File: src/rtl/pin_test_pkg.sv
// pin_test_pkg: shared mode encoding and synchroniser depth for the pin exerciser
package pin_test_pkg;
  typedef enum logic [1:0] {MODE_OFF, MODE_HIGH, MODE_SQUARE, MODE_STROBE} mode_e;
  localparam int SYNC_STAGES = 2;
endpackage

File: src/rtl/pin_channel.sv
// pin_channel: one programmable divider with phase, mode decode and registered pin
module pin_channel
  import pin_test_pkg::*;
#(
  parameter int DIV_W = 16,
  parameter logic [DIV_W-1:0] DIV_DEFAULT = DIV_W'(49999)
) (
  input  logic             clk_in,
  input  logic             rst_n,
  input  logic             run,
  input  logic             load,
  input  logic [DIV_W-1:0] div_val,
  input  mode_e            mode,
  output logic             pin
);
  logic [DIV_W-1:0] count, div_reg;
  logic phase, tc, phase_nxt, pin_nxt;
  always_comb begin
    tc = run && !load && count == div_reg;
    phase_nxt = (!run || load) ? 1'b0 : phase ^ tc;
    pin_nxt = !run ? 1'b0 :
              mode == MODE_HIGH ? 1'b1 :
              mode == MODE_SQUARE ? phase_nxt :
              mode == MODE_STROBE ? tc : 1'b0;
  end
  always_ff @(posedge clk_in) begin
    if (!rst_n) begin
      count <= '0;
      div_reg <= DIV_DEFAULT;
      phase <= 1'b0;
      pin <= 1'b0;
    end else begin
      div_reg <= load ? div_val : div_reg;
      count <= (!run || load || tc) ? '0 : count + DIV_W'(1);
      phase <= phase_nxt;
      pin <= pin_nxt;
    end
  end
endmodule

File: src/rtl/pin_exerciser.sv
// pin_exerciser: N_CH divider-driven pins gated by synchronised locked and a debounced switch
module pin_exerciser
  import pin_test_pkg::*;
#(
  parameter int N_CH = 4,
  parameter int DIV_W = 16,
  parameter logic [DIV_W-1:0] DIV_DEFAULT = DIV_W'(49999),
  parameter int DEB_CYC = 500000
) (
  input  logic              clk_in,
  input  logic              rst_n,
  input  logic              locked,
  input  logic              switch_in,
  input  logic [N_CH-1:0]   div_load,
  input  logic [DIV_W-1:0]  div_val,
  input  logic [2*N_CH-1:0] mode,
  output logic [N_CH-1:0]   pin_out,
  output logic              sw_state,
  output logic              run
);
  localparam int DEB_W = $clog2(DEB_CYC);
  localparam logic [DEB_W-1:0] DEB_LAST = DEB_W'(DEB_CYC - 1);
  logic [SYNC_STAGES-1:0] lock_sr, sw_sr;
  logic [DEB_W-1:0] deb_cnt;
  logic locked_sync, sw_sync, deb_done;
  assign locked_sync = lock_sr[SYNC_STAGES-1];
  assign sw_sync = sw_sr[SYNC_STAGES-1];
  assign deb_done = sw_sync != sw_state && deb_cnt == DEB_LAST;
  always_ff @(posedge clk_in) begin
    if (!rst_n) begin
      lock_sr <= '0;
      sw_sr <= '0;
      deb_cnt <= '0;
      sw_state <= 1'b0;
      run <= 1'b0;
    end else begin
      lock_sr <= {lock_sr[SYNC_STAGES-2:0], locked};
      sw_sr <= {sw_sr[SYNC_STAGES-2:0], switch_in};
      deb_cnt <= (sw_sync == sw_state || deb_done) ? '0 : deb_cnt + DEB_W'(1);
      sw_state <= deb_done ? sw_sync : sw_state;
      run <= locked_sync & sw_state;
    end
  end
  for (genvar i = 0; i < N_CH; i++) begin : g_ch
    pin_channel #(.DIV_W(DIV_W), .DIV_DEFAULT(DIV_DEFAULT)) u_ch (
      .clk_in(clk_in),
      .rst_n(rst_n),
      .run(run),
      .load(div_load[i]),
      .div_val(div_val),
      .mode(mode_e'(mode[2*i+:2])),
      .pin(pin_out[i])
    );
  end
endmodule

File: config.mk
export PLATFORM = sky130hd
export DESIGN_NAME = pin_exerciser
export DESIGN_NICKNAME = d
export VERILOG_FILES = /design/src/rtl/pin_test_pkg.sv /design/src/rtl/pin_channel.sv /design/src/rtl/pin_exerciser.sv
export SDC_FILE = /design/constraint.sdc
export NUM_CORES = 1
export LEC_CHECK = 0
export ABC_AREA = 1
export CAP_MARGIN = 20
export CORE_ASPECT_RATIO = 0.75
export CORE_MARGIN = 3
export CORE_UTILIZATION = 50
export DETAILED_ROUTE_END_ITERATION = 10
export DONT_BUFFER_PORTS = 1
export GPL_TIMING_DRIVEN = 1
export PLACE_DENSITY = 0.72
export SLEW_MARGIN = 20
export SYNTH_ARGS = -nofsm -noshare
export SYNTH_HDL_FRONTEND = slang
export SYNTH_SLANG_ARGS = --single-unit
File: constraint.sdc
create_clock -name clk_in -period 4.11 [get_ports clk_in]
set_input_delay 0.6165 -clock clk_in [delete_from_list [all_inputs] [get_ports clk_in]]
set_output_delay 0.6165 -clock clk_in [all_outputs]
set_load 0.05 [all_outputs]
==> results of run 1 <==
## through the flow
step / worst slack (ns) / cell area, um^2 / cells / power, mW
final: 1.99 / 8430 / 1319 / 3.42
after global routing: 1.80 / 8430 / 1319 / 3.53
after CTS: 2.05 / 8430 / 1319 / 3.44
after global placement: 2.13 / 7810 / 1287 / 1.79
after detailed placement: 2.07 / 7810 / 1287 / 1.80
after floorplan: 2.60 / 7710 / 1115 / 1.78
## logic make-up after synthesis
group,share of synthesized area [%]
AND/OR/NAND/NOR,31.6
buffers and inverters,10.8
AO/OA/AOI/OAI,12.0
flip-flops,41.8
XOR/XNOR,3.07
adder cells (fa/ha/maj),0.811
## power breakdown
group / internal [mW] / switching [mW] / leakage [nW]
sequential: 1.61 / 0.0231 / 1.32
combinational: 0.0531 / 0.0836 / 1.84
clock: 0.993 / 0.665 / 0.286
## area by class of cell
class / instances / area share (%)
repair buffers: 1 / 0.0891
multi-input cells: 747 / 43.4
well taps: 200 / 2.97
clock inverters: 11 / 1.84
flip-flops and latches: 161 / 38.3
clock buffers: 21 / 5.46
inverters: 178 / 7.96
## layer usage
metal,global-route usage (%),up-vias
li1,-,3458
met1,29.2,2935
met2,32.6,145
met3,6.31,17
met4,5.37,0
met5,0,-
## cell usage in the layout, fill, tap and decap left out, drive strengths merged
cell / netlist / layout
a211oi: 3 / 3
nand3: 37 / 37
nand4: 11 / 11
o21ai: 76 / 76
nor4: 4 / 4
xnor2: 1 / 1
nand2: 307 / 307
bufinv: 0 / 3
buf: 10 / 1
clkinvlp: 0 / 4
dfxtp: 161 / 161
nor3: 30 / 30
clkinv: 0 / 3
nor2b: 1 / 1
a31oi: 1 / 1
clkbuf: 19 / 21
xor2: 26 / 26
o21a: 2 / 2
o21bai: 1 / 1
or2: 7 / 7
nor3b: 10 / 10
ha: 5 / 5
inv: 178 / 179
nor2: 128 / 128
nand3b: 1 / 1
a21oi: 96 / 96
## how the worst max path moves through the flow
stage | start | endpoint | slack [ns] | cells after the start
3_3_place_gp | deb_cnt[0] | deb_cnt[14] | 2.13 | 9
3_5_place_dp | deb_cnt[0] | deb_cnt[14] | 2.07 | 9
4_1_cts | deb_cnt[0] | deb_cnt[14] | 2.05 | 9
6_report | deb_cnt[0] | deb_cnt[14] | 1.99 | 9
2_1_floorplan | div_load[2] | g_ch[2].u_ch.div_reg[12] | 2.60 | 5
5_1_grt | deb_cnt[0] | deb_cnt[9] | 1.80 | 9
## worst register-to-register path: cells and delay by family, from the launching register on
| kind | cells | cell delay (ns) |
|---|---|---|
| AND/OR/NAND/NOR | 4 | 1.07 |
| AO/OA/AOI/OAI | 2 | 0.34 |
| flip-flops | 1 | 0.32 |
| adder cells (fa/ha/maj) | 1 | 0.21 |
| buffers and inverters | 2 | 0.12 |
==> impl_metrics.csv, run 1 <==
group,metric,value,unit
status,status,"complete, no violations",
die,start_util,52.1,%
final_layout,utilization,57.0,%
die,die-height,114,um
timing,fin_crit_sh,51.5,%
flow_run,cap_violations,0,
worst_hold_path,hold_start,"div_load[2]",
grt,antenna_found_initial,0,
final_layout,multi_input_area,0.00366,mm^2
setup_path,crit_path_cell_trace,"ha_1 > nand2_1 > inv_2 > nand2_1 > inv_1 > nand4_1 > nor2b_1 > o21ai_0 > a21oi_1",
worst_hold_path,min_to,"g_ch[2].u_ch.div_reg[0]",
setup_path,critPathBufInv,2,
timing,slew_viol_final,0,
place,dp_hpwl,12100,um
drt,top_layer,"met4",
synthesis,yosysWarningCount,0,
timing,hold_slack,0.293,ns
drt,first_iter_violations,443,
drt,routed-wl-met2,7420,um
synthesis,syn_inst,1115,
die,coreArea,0.0148,mm^2
setup_path,worstPathArrival,2.48,ns
setup_path,r2r_end,"deb_cnt[14]",
synthesis,post_synth_num_cell_types,40,
synthesis,ys_top_cells_by_area,"dfxtp_1 42%, nand2_1 15%, inv_1 7.8%",
cts,cts.path.max_buffers,2,
cts,hold_buffers,0,
synthesis,yosysTopAreaCell,"dfxtp_1",
synthesis,synth.cell_area,0.00771,mm^2
setup_path,rr_worst_depth,9,
synthesis,syn_nets,1152,
setup_path,slowest_delay,0.68,ns
cts,cts_setup_buffers,0,
cts,cts_root_buf,"clkbuf_16",
setup_path,cp_slowest_cell,"nor2b_1",
synthesis,async_reset_ff_share,0,%
timing,max_clock_freq,472,MHz
setup_path,crit_top_cell,"nand2_1",
drt,wl_met3,1070,um
power_and_ir_drop,power.leakage,3.44,nW
synthesis,ys_seq_area_share,41.8,%
die,design.die.area,0.0170,mm^2
setup_path,endpoint_kind,"register",
die,core.rowCount,38,
setup_path,cp_top_family,"simple AND/OR/NAND/NOR gates",
cts,cts_repair_resize_count,0,
synthesis,yosys_most_used_dff,"dfxtp_1",
timing,grt_setup_unrepaired,"no",
drt,num_vias,6555,
setup_path,cp-start-kind,"register",
drt,wire_per_inst,13.2,um
synthesis,synth_edf_count,0,
die,pin_count,38,
power_and_ir_drop,ir_worst_vdd,0.000202,V
timing,finalSetupTns,0,ns
grt,grt_max_degree,42,
setup_path,cp_data_required_time,4.47,ns
synthesis,syn_area_per_cell,6.92,um^2
drt,wl,17500,um
cts,clock_latency,0.43,ns
final_layout,num_antenna_cells,0,
worst_hold_path,hold_path_depth,1,
final_layout,final-seq-area,0.00322,mm^2
grt,gr-total-overflow,0,
timing,worst_pin_slew,0.807,ns
setup_path,critPathMaxFanout,10,
final_layout,fillers,1379,
setup_path,r2r_slack,1.99,ns
final_layout,drive_gt1_share,9.65,%
drt,m1WireLength,8830,um
setup_path,worstSetupPathType,"reg -> reg",
cts,htree_levels,4,
cts,cts_tree,"yes",
final_layout,fin_nets,1143,
drt,drtPass1Iterations,5,
setup_path,r2r_start,"deb_cnt[0]",
timing,fin_worst_skew,0.0103,ns
drt,via_per_inst,4.97,
place,port-buffer-count,0,
timing,slew_headroom,46.1,%
drt,drcViolationCount,0,
cts,clkSinkCount,161,
drt,postRouteAntennaNets,0,
die,dieWidth,149,um
grt,grt_pass1_vias,6016,
timing,post-route-min-period,2.12,ns
cts,cts_buffers,17,
grt,track_usage,21.1,%
synthesis,yosysTopAreaCellShare,41.8,%
timing,hold_violations,0,
worst_hold_path,hold_path_class,"in -> reg",
power_and_ir_drop,power_density,406,mW/mm^2
place,gp_congestion,0.827,
final_layout,syn_to_final_growth,9.26,%
timing,setup_viol,0,
cts,cts.clk_slew.worst_paths,0.07,ns
synthesis,ys_ff_latch,161,
grt,grt_pass1_wl,28700,um
synthesis,synth_commonest_cells,"298 x nand2_1, 161 x dfxtp_1, 160 x inv_1, 114 x nor2_1, 94 x a21oi_1",
synthesis,yosysMostFrequentCell,"nand2_1",
Power figures use the tool's default switching activity.
==> inputs of run 2 (changes only) <==
- ABC_AREA: 1 -> 0
- clock period: 4.11 -> 2.1 ns (I/O delays scaled with it)
==> run 2 against run 1 <==
  * Critical path depth decreased by 3
  * Routed wire length decreased by 6.4%
  * Global-route usage down 0.11 points
  * Sequential share of layout area grew 0.97 points
  * Die area decreased by 5.4%
  * Final cell count shrank 25%
  * Combinational power up 64%
  * First-iteration DRC count is 15% lower
  * Cell area down 2.5%
  * Largest power group unchanged
==> impl_metrics.csv, run 2 <==
group,metric,value,unit
cts,cts.path.max_buffers,2,
grt,gr-total-overflow,0,
power_and_ir_drop,power.leakage,2.90,nW
synthesis,yosysWarningCount,0,
grt,grt_max_degree,37,
drt,first_iter_violations,375,
timing,fin_crit_sh,90.7,%
final_layout,drive_gt1_share,8.65,%
setup_path,rr_worst_depth,6,
grt,grt_pass1_vias,5414,
timing,max_clock_freq,525,MHz
timing,setup_viol,0,
setup_path,r2r_start,"deb_cnt[0]",
final_layout,syn_to_final_growth,13.0,%
synthesis,synth_edf_count,0,
timing,slew_viol_final,0,
drt,drcViolationCount,0,
setup_path,r2r_end,"deb_cnt[16]",
worst_hold_path,min_to,"sw_sr[0]",
drt,wl,16400,um
synthesis,synth_commonest_cells,"161 x dfxtp_1, 70 x mux2i_1, 68 x xnor2_1, 64 x nand2_1, 62 x nor3_1",
synthesis,syn_inst,782,
timing,finalSetupTns,0,ns
synthesis,ys_top_cells_by_area,"dfxtp_1 44%, mux2i_1 9.6%, xnor2_1 8.2%",
synthesis,synth.cell_area,0.00727,mm^2
synthesis,ys_ff_latch,161,
setup_path,critPathBufInv,1,
synthesis,yosysTopAreaCellShare,44.3,%
power_and_ir_drop,switching_power,1.45,mW
final_layout,final_cell_mix,"161 x dfxtp_1, 70 x mux2i_1, 68 x xnor2_1",
die,coreArea,0.0140,mm^2
setup_path,r2r_slack,0.20,ns
setup_path,cp_slowest_cell,"or4b_1",
die,design.die.area,0.0160,mm^2
final_layout,final_common_cell,"dfxtp_1",
setup_path,cp_data_required_time,2.40,ns
flow_run,cap_violations,0,
timing,worst_pin_slew,0.687,ns
cts,clock_latency,0.42,ns
synthesis,syn_area_per_cell,9.30,um^2
die,start_util,52.0,%
drt,num_vias,5562,
cts,cts_repair_resize_count,0,
cts,cts.clk_slew.worst_paths,0.06,ns
drt,drtPass1Iterations,5,
timing,hold_violations,0,
place,port-buffer-count,0,
status,status,"complete, no violations",
place,dp_hpwl,11600,um
die,core.rowCount,37,
drt,postRouteAntennaNets,0,
die,pin_count,38,
cts,cts_setup_buffers,0,
cts,cts_tree,"yes",
timing,fin_worst_skew,0.00631,ns
final_layout,fillers,1155,
final_layout,fin_nets,822,
timing,slew_headroom,53.8,%
power_and_ir_drop,seq_power_share,46.6,%
cts,cts_buffers,17,
cts,htree_levels,4,
die,dieWidth,145,um
setup_path,cp-start-kind,"register",
cts,hold_buffers,2,
final_layout,num_antenna_cells,0,
synthesis,yosysTopAreaCell,"dfxtp_1",
grt,grt_pass1_wl,27600,um
timing,hold_slack,0.0184,ns
power_and_ir_drop,p_total,6.85,mW
grt,antenna_found_initial,0,
synthesis,syn_nets,819,
worst_hold_path,hold_path_depth,1,
power_and_ir_drop,ir_worst_vdd,0.000609,V
setup_path,worstPathArrival,2.20,ns
synthesis,post_synth_num_cell_types,43,
timing,grt_setup_unrepaired,"no",
power_and_ir_drop,combPwrFrac,3.3,%
timing,post-route-min-period,1.90,ns
worst_hold_path,hold_path_class,"in -> reg",
synthesis,yosys_most_used_dff,"dfxtp_1",
power_and_ir_drop,internal_power,5.40,mW
setup_path,critPathLaunch,"deb_cnt[0]",
power_and_ir_drop,switching_share,21.1,%
setup_path,crit_path_cell_trace,"ha_1 > nand3_1 > or4b_1 > o211ai_2 > buf_12 > a21oi_1",
setup_path,cp_top_family,"simple AND/OR/NAND/NOR gates",
drt,via_per_inst,5.60,
cts,clkSinkCount,161,
place,gp_congestion,0.889,
setup_path,critPathMaxFanout,19,
synthesis,ys_seq_area_share,44.3,%
grt,track_usage,21.0,%
power_and_ir_drop,clkPwrFrac,50.1,%
setup_path,endpoint_kind,"register",
synthesis,yosysMostFrequentCell,"dfxtp_1",
cts,cts_root_buf,"clkbuf_16",
power_and_ir_drop,power_density,833,mW/mm^2
die,die-height,110,um
synthesis,async_reset_ff_share,0,%
setup_path,worstSetupPathType,"reg -> reg",
drt,wire_per_inst,16.5,um
setup_path,slowest_delay,0.59,ns
worst_hold_path,hold_start,"rst_n",
==> run 2: cell type report <==
type	count	area, um^2	share of cell area, %
multi-input combinational	564	3810	46.4
inverter	18	67.6	0.822
clock buffer	18	429	5.22
timing repair buffer	23	213	2.59
sequential	161	3220	39.2
tap	195	244	2.97
clock inverter	14	228	2.77
==> run 2: cell families after synthesis <==
logic type	synth area share, %
DFF	44.3
and+or+nand+nor	23.2
AOI/OAI and AO/OA	3.41
buffers and inverters	3.25
muxes	9.94
adders and majority gates	0.860
xor gates and xnor gates	15.1
==> run 2: worst max path at each step <==
stage / to / slack, ns / depth (start not counted)
6_report: deb_cnt[16] / 0.20 / 6
5_1_grt: deb_cnt[7] / 0.05 / 6
4_1_cts: deb_cnt[9] / 0.19 / 6
3_5_place_dp: deb_cnt[16] / 0.20 / 6
3_3_place_gp: sw_state / 0.29 / 5
2_1_floorplan: deb_cnt[10] / 0.14 / 6
==> run 2: worst register-to-register path, stage by stage, from the launching register on <==
cell,delay [ns]
dfxtp_1,0.38
ha_1,0.21
nand3_1,0.12
or4b_1,0.59
o211ai_2,0.25
buf_12,0.18
a21oi_1,0.06
==> run 2: per-layer routing <==
| metal | track usage [%] | share of wire [%] | vias up |
|---|---|---|---|
| met1 | 28.2 | 47 | 2657 |
| met5 | 0 | 0 | - |
| met2 | 33.6 | 46 | 153 |
| met3 | 5.46 | 5.7 | 23 |
| li1 | - | - | 2729 |
| met4 | 5.82 | 1.4 | 0 |
==> run 2: power groups by stage <==
stage / Sequential, mW / Clock (mW) / Combinational (mW)
2_1_floorplan: 3.24 / 0 / 0.216
3_3_place_gp: 3.25 / 0 / 0.199
3_5_place_dp: 3.26 / 0 / 0.208
4_1_cts: 3.19 / 3.47 / 0.226
5_1_grt: 3.20 / 3.61 / 0.255
6_report: 3.19 / 3.43 / 0.225
==> run 2: metrics by stage <==
stage / cell area (um^2) / cells / worst slack (ns) / utilization (%)
finish: 8220 / 993 / 0.195 / 58.8
global route: 8220 / 993 / 0.0456 / 58.8
detailed placement: 7530 / 959 / 0.200 / 53.9
CTS: 8220 / 993 / 0.186 / 58.8
global placement: 7530 / 959 / 0.294 / 53.9
floorplan: 7270 / 782 / 0.141 / -
==> inputs of run 3 (changes only) <==
- CORE_ASPECT_RATIO: 0.75 -> unset
- SETUP_SLACK_MARGIN: unset -> 0.2
==> run 3 against run 2 <==
  * Hold slack lost 0.0038 ns
  * Routed wire length is 0.65% lower
  * Cell area grew 0.29%
  * Utilization shrank 0.087 points
  * Critical path depth down 2
  * Critical endpoint is now g_ch[2].u_ch.count[15]
==> impl_metrics.csv, run 3 (synthesized netlist as in run 2, its figures left out) <==
group,metric,value,unit
cts,cts.path.max_buffers,2,
final_layout,fillers,1139,
cts,clock_latency,0.43,ns
die,die-height,127,um
flow_run,cap_violations,0,
timing,grt_setup_unrepaired,"no",
die,design.die.area,0.0160,mm^2
timing,worst_pin_slew,0.590,ns
die,coreArea,0.0140,mm^2
die,core.rowCount,43,
setup_path,critPathMaxFanout,6,
timing,finalSetupTns,0,ns
drt,drtPass1Iterations,5,
status,status,"complete, no violations",
power_and_ir_drop,ir_worst_vdd,0.000667,V
final_layout,fin_nets,824,
cts,cts_buffers,17,
final_layout,num_antenna_cells,0,
place,placed_area,0.00750,mm^2
cts,clkSinkCount,161,
timing,slew_headroom,60.6,%
final_layout,drive_gt1_share,10.9,%
grt,grt_pass1_vias,5393,
timing,fin_worst_skew,0.00948,ns
cts,cts_tree,"yes",
drt,via_per_inst,5.65,
setup_path,worstPathArrival,2.18,ns
final_layout,final_common_cell,"dfxtp_1",
setup_path,endpoint_kind,"register",
timing,max_clock_freq,545,MHz
drt,postRouteAntennaNets,0,
drt,first_iter_violations,341,
grt,grt_pass1_wl,26600,um
setup_path,worstSetupPathType,"reg -> reg",
die,pin_count,38,
worst_hold_path,hold_start,"div_val[0]",
grt,track_usage,20.6,%
place,gp_congestion,0.900,
power_and_ir_drop,power.leakage,2.90,nW
setup_path,critPathLaunch,"g_ch[2].u_ch.count[7]",
setup_path,cp_data_required_time,2.44,ns
grt,gr-total-overflow,0,
timing,fin_ws,0.266,ns
timing,setup_viol,0,
place,dp_slack,0.0835,ns
timing,post-route-min-period,1.83,ns
cts,cts_root_buf,"clkbuf_16",
place,dp_hpwl,11300,um
power_and_ir_drop,p_total,6.61,mW
drt,drcViolationCount,0,
setup_path,cp-start-kind,"register",
cts,cts.clk_slew.worst_paths,0.06,ns
drt,wl,16200,um
final_layout,syn_to_final_growth,13.3,%
cts,htree_levels,4,
setup_path,r2r_start,"g_ch[2].u_ch.count[7]",
grt,antenna_found_initial,0,
timing,hold_violations,0,
worst_hold_path,hold_path_class,"in -> reg",
power_and_ir_drop,power_density,802,mW/mm^2
die,start_util,51.8,%
final_layout,stdcell_area,0.00824,mm^2
grt,grt_max_degree,40,
timing,fin_crit_sh,87.3,%
place,port-buffer-count,0,
final_layout,final_cell_mix,"146 x dfxtp_1, 70 x mux2i_1, 68 x xnor2_1",
die,dieWidth,127,um
drt,wire_per_inst,16.6,um
timing,hold_slack,0.0145,ns
timing,slew_viol_final,0,
drt,num_vias,5539,
run 3: cell types whose count changed in the layout (fill, tap and decap cells not counted), sizes merged:
cell,change
bufinv,-2
clkbuf,+7
inv,-4
clkinvlp,-1
dlygate4sd3,+2
run 3: repair_timing:
action	4_1_cts	5_1_grt
endpoints found under the setup margin	51	43
resized for setup	5	20
pin swaps	0	1
endpoints found under the hold margin	39	0
hold buffers	4	0
setup buffers	0	1
run 3: path summary, 6_finish.rpt:
| path | depth (start not counted) | end | slack, ns |
|---|---|---|---|
| setup / recovery | 4 | g_ch[2].u_ch.count[15] | 0.27 |
| hold / removal | 2 | g_ch[0].u_ch.div_reg[0] | 0.01 |
| setup reg to reg | 4 | g_ch[2].u_ch.count[15] | 0.27 |
| hold reg to reg | 1 | sw_sr[1] | 0.43 |
run 3: report_power, final:
group	switching, mW	total, mW	internal [mW]
Sequential	0.0579	3.19	3.13
Clock	1.19	3.20	2.00
Combinational	0.0935	0.226	0.133
Total	1.34	6.61	5.27
run 3: layout make-up:
type                    instances  area (um^2)  area share (%)
multi-input cells             564         3870            46.9
clock buffers                  25          495            6.01
flip-flops and latches        161         3240            39.3
repair buffers                 25          220            2.67
well taps                     180          225            2.73
clock inverters                 7          124            1.50
inverters                      18         67.6           0.820
run 3: per-layer routing:
| metal | track usage, % | vias to the layer above | routed length (um) |
|---|---|---|---|
| li1 | - | 2734 | - |
| met1 | 25.0 | 2651 | 7000 |
| met2 | 34.1 | 118 | 7950 |
| met3 | 5.64 | 36 | 825 |
| met4 | 9.34 | 0 | 469 |
| met5 | 0 | - | 0 |
run 3: per-stage QoR:
stage / cells / utilization (%)
final: 980 / 58.7
after global routing: 980 / 58.7
after CTS: 979 / 58.3
after detailed placement: 943 / 53.4
after global placement: 943 / 53.4
after floorplan: 782 / -
run 3: critical path, cell delays in order (launching register included):
cell and delay [ns]:
dfxtp_2 0.37, and4_4 0.25, or4b_4 0.50, or3_1 0.39, a211oi_1 0.24
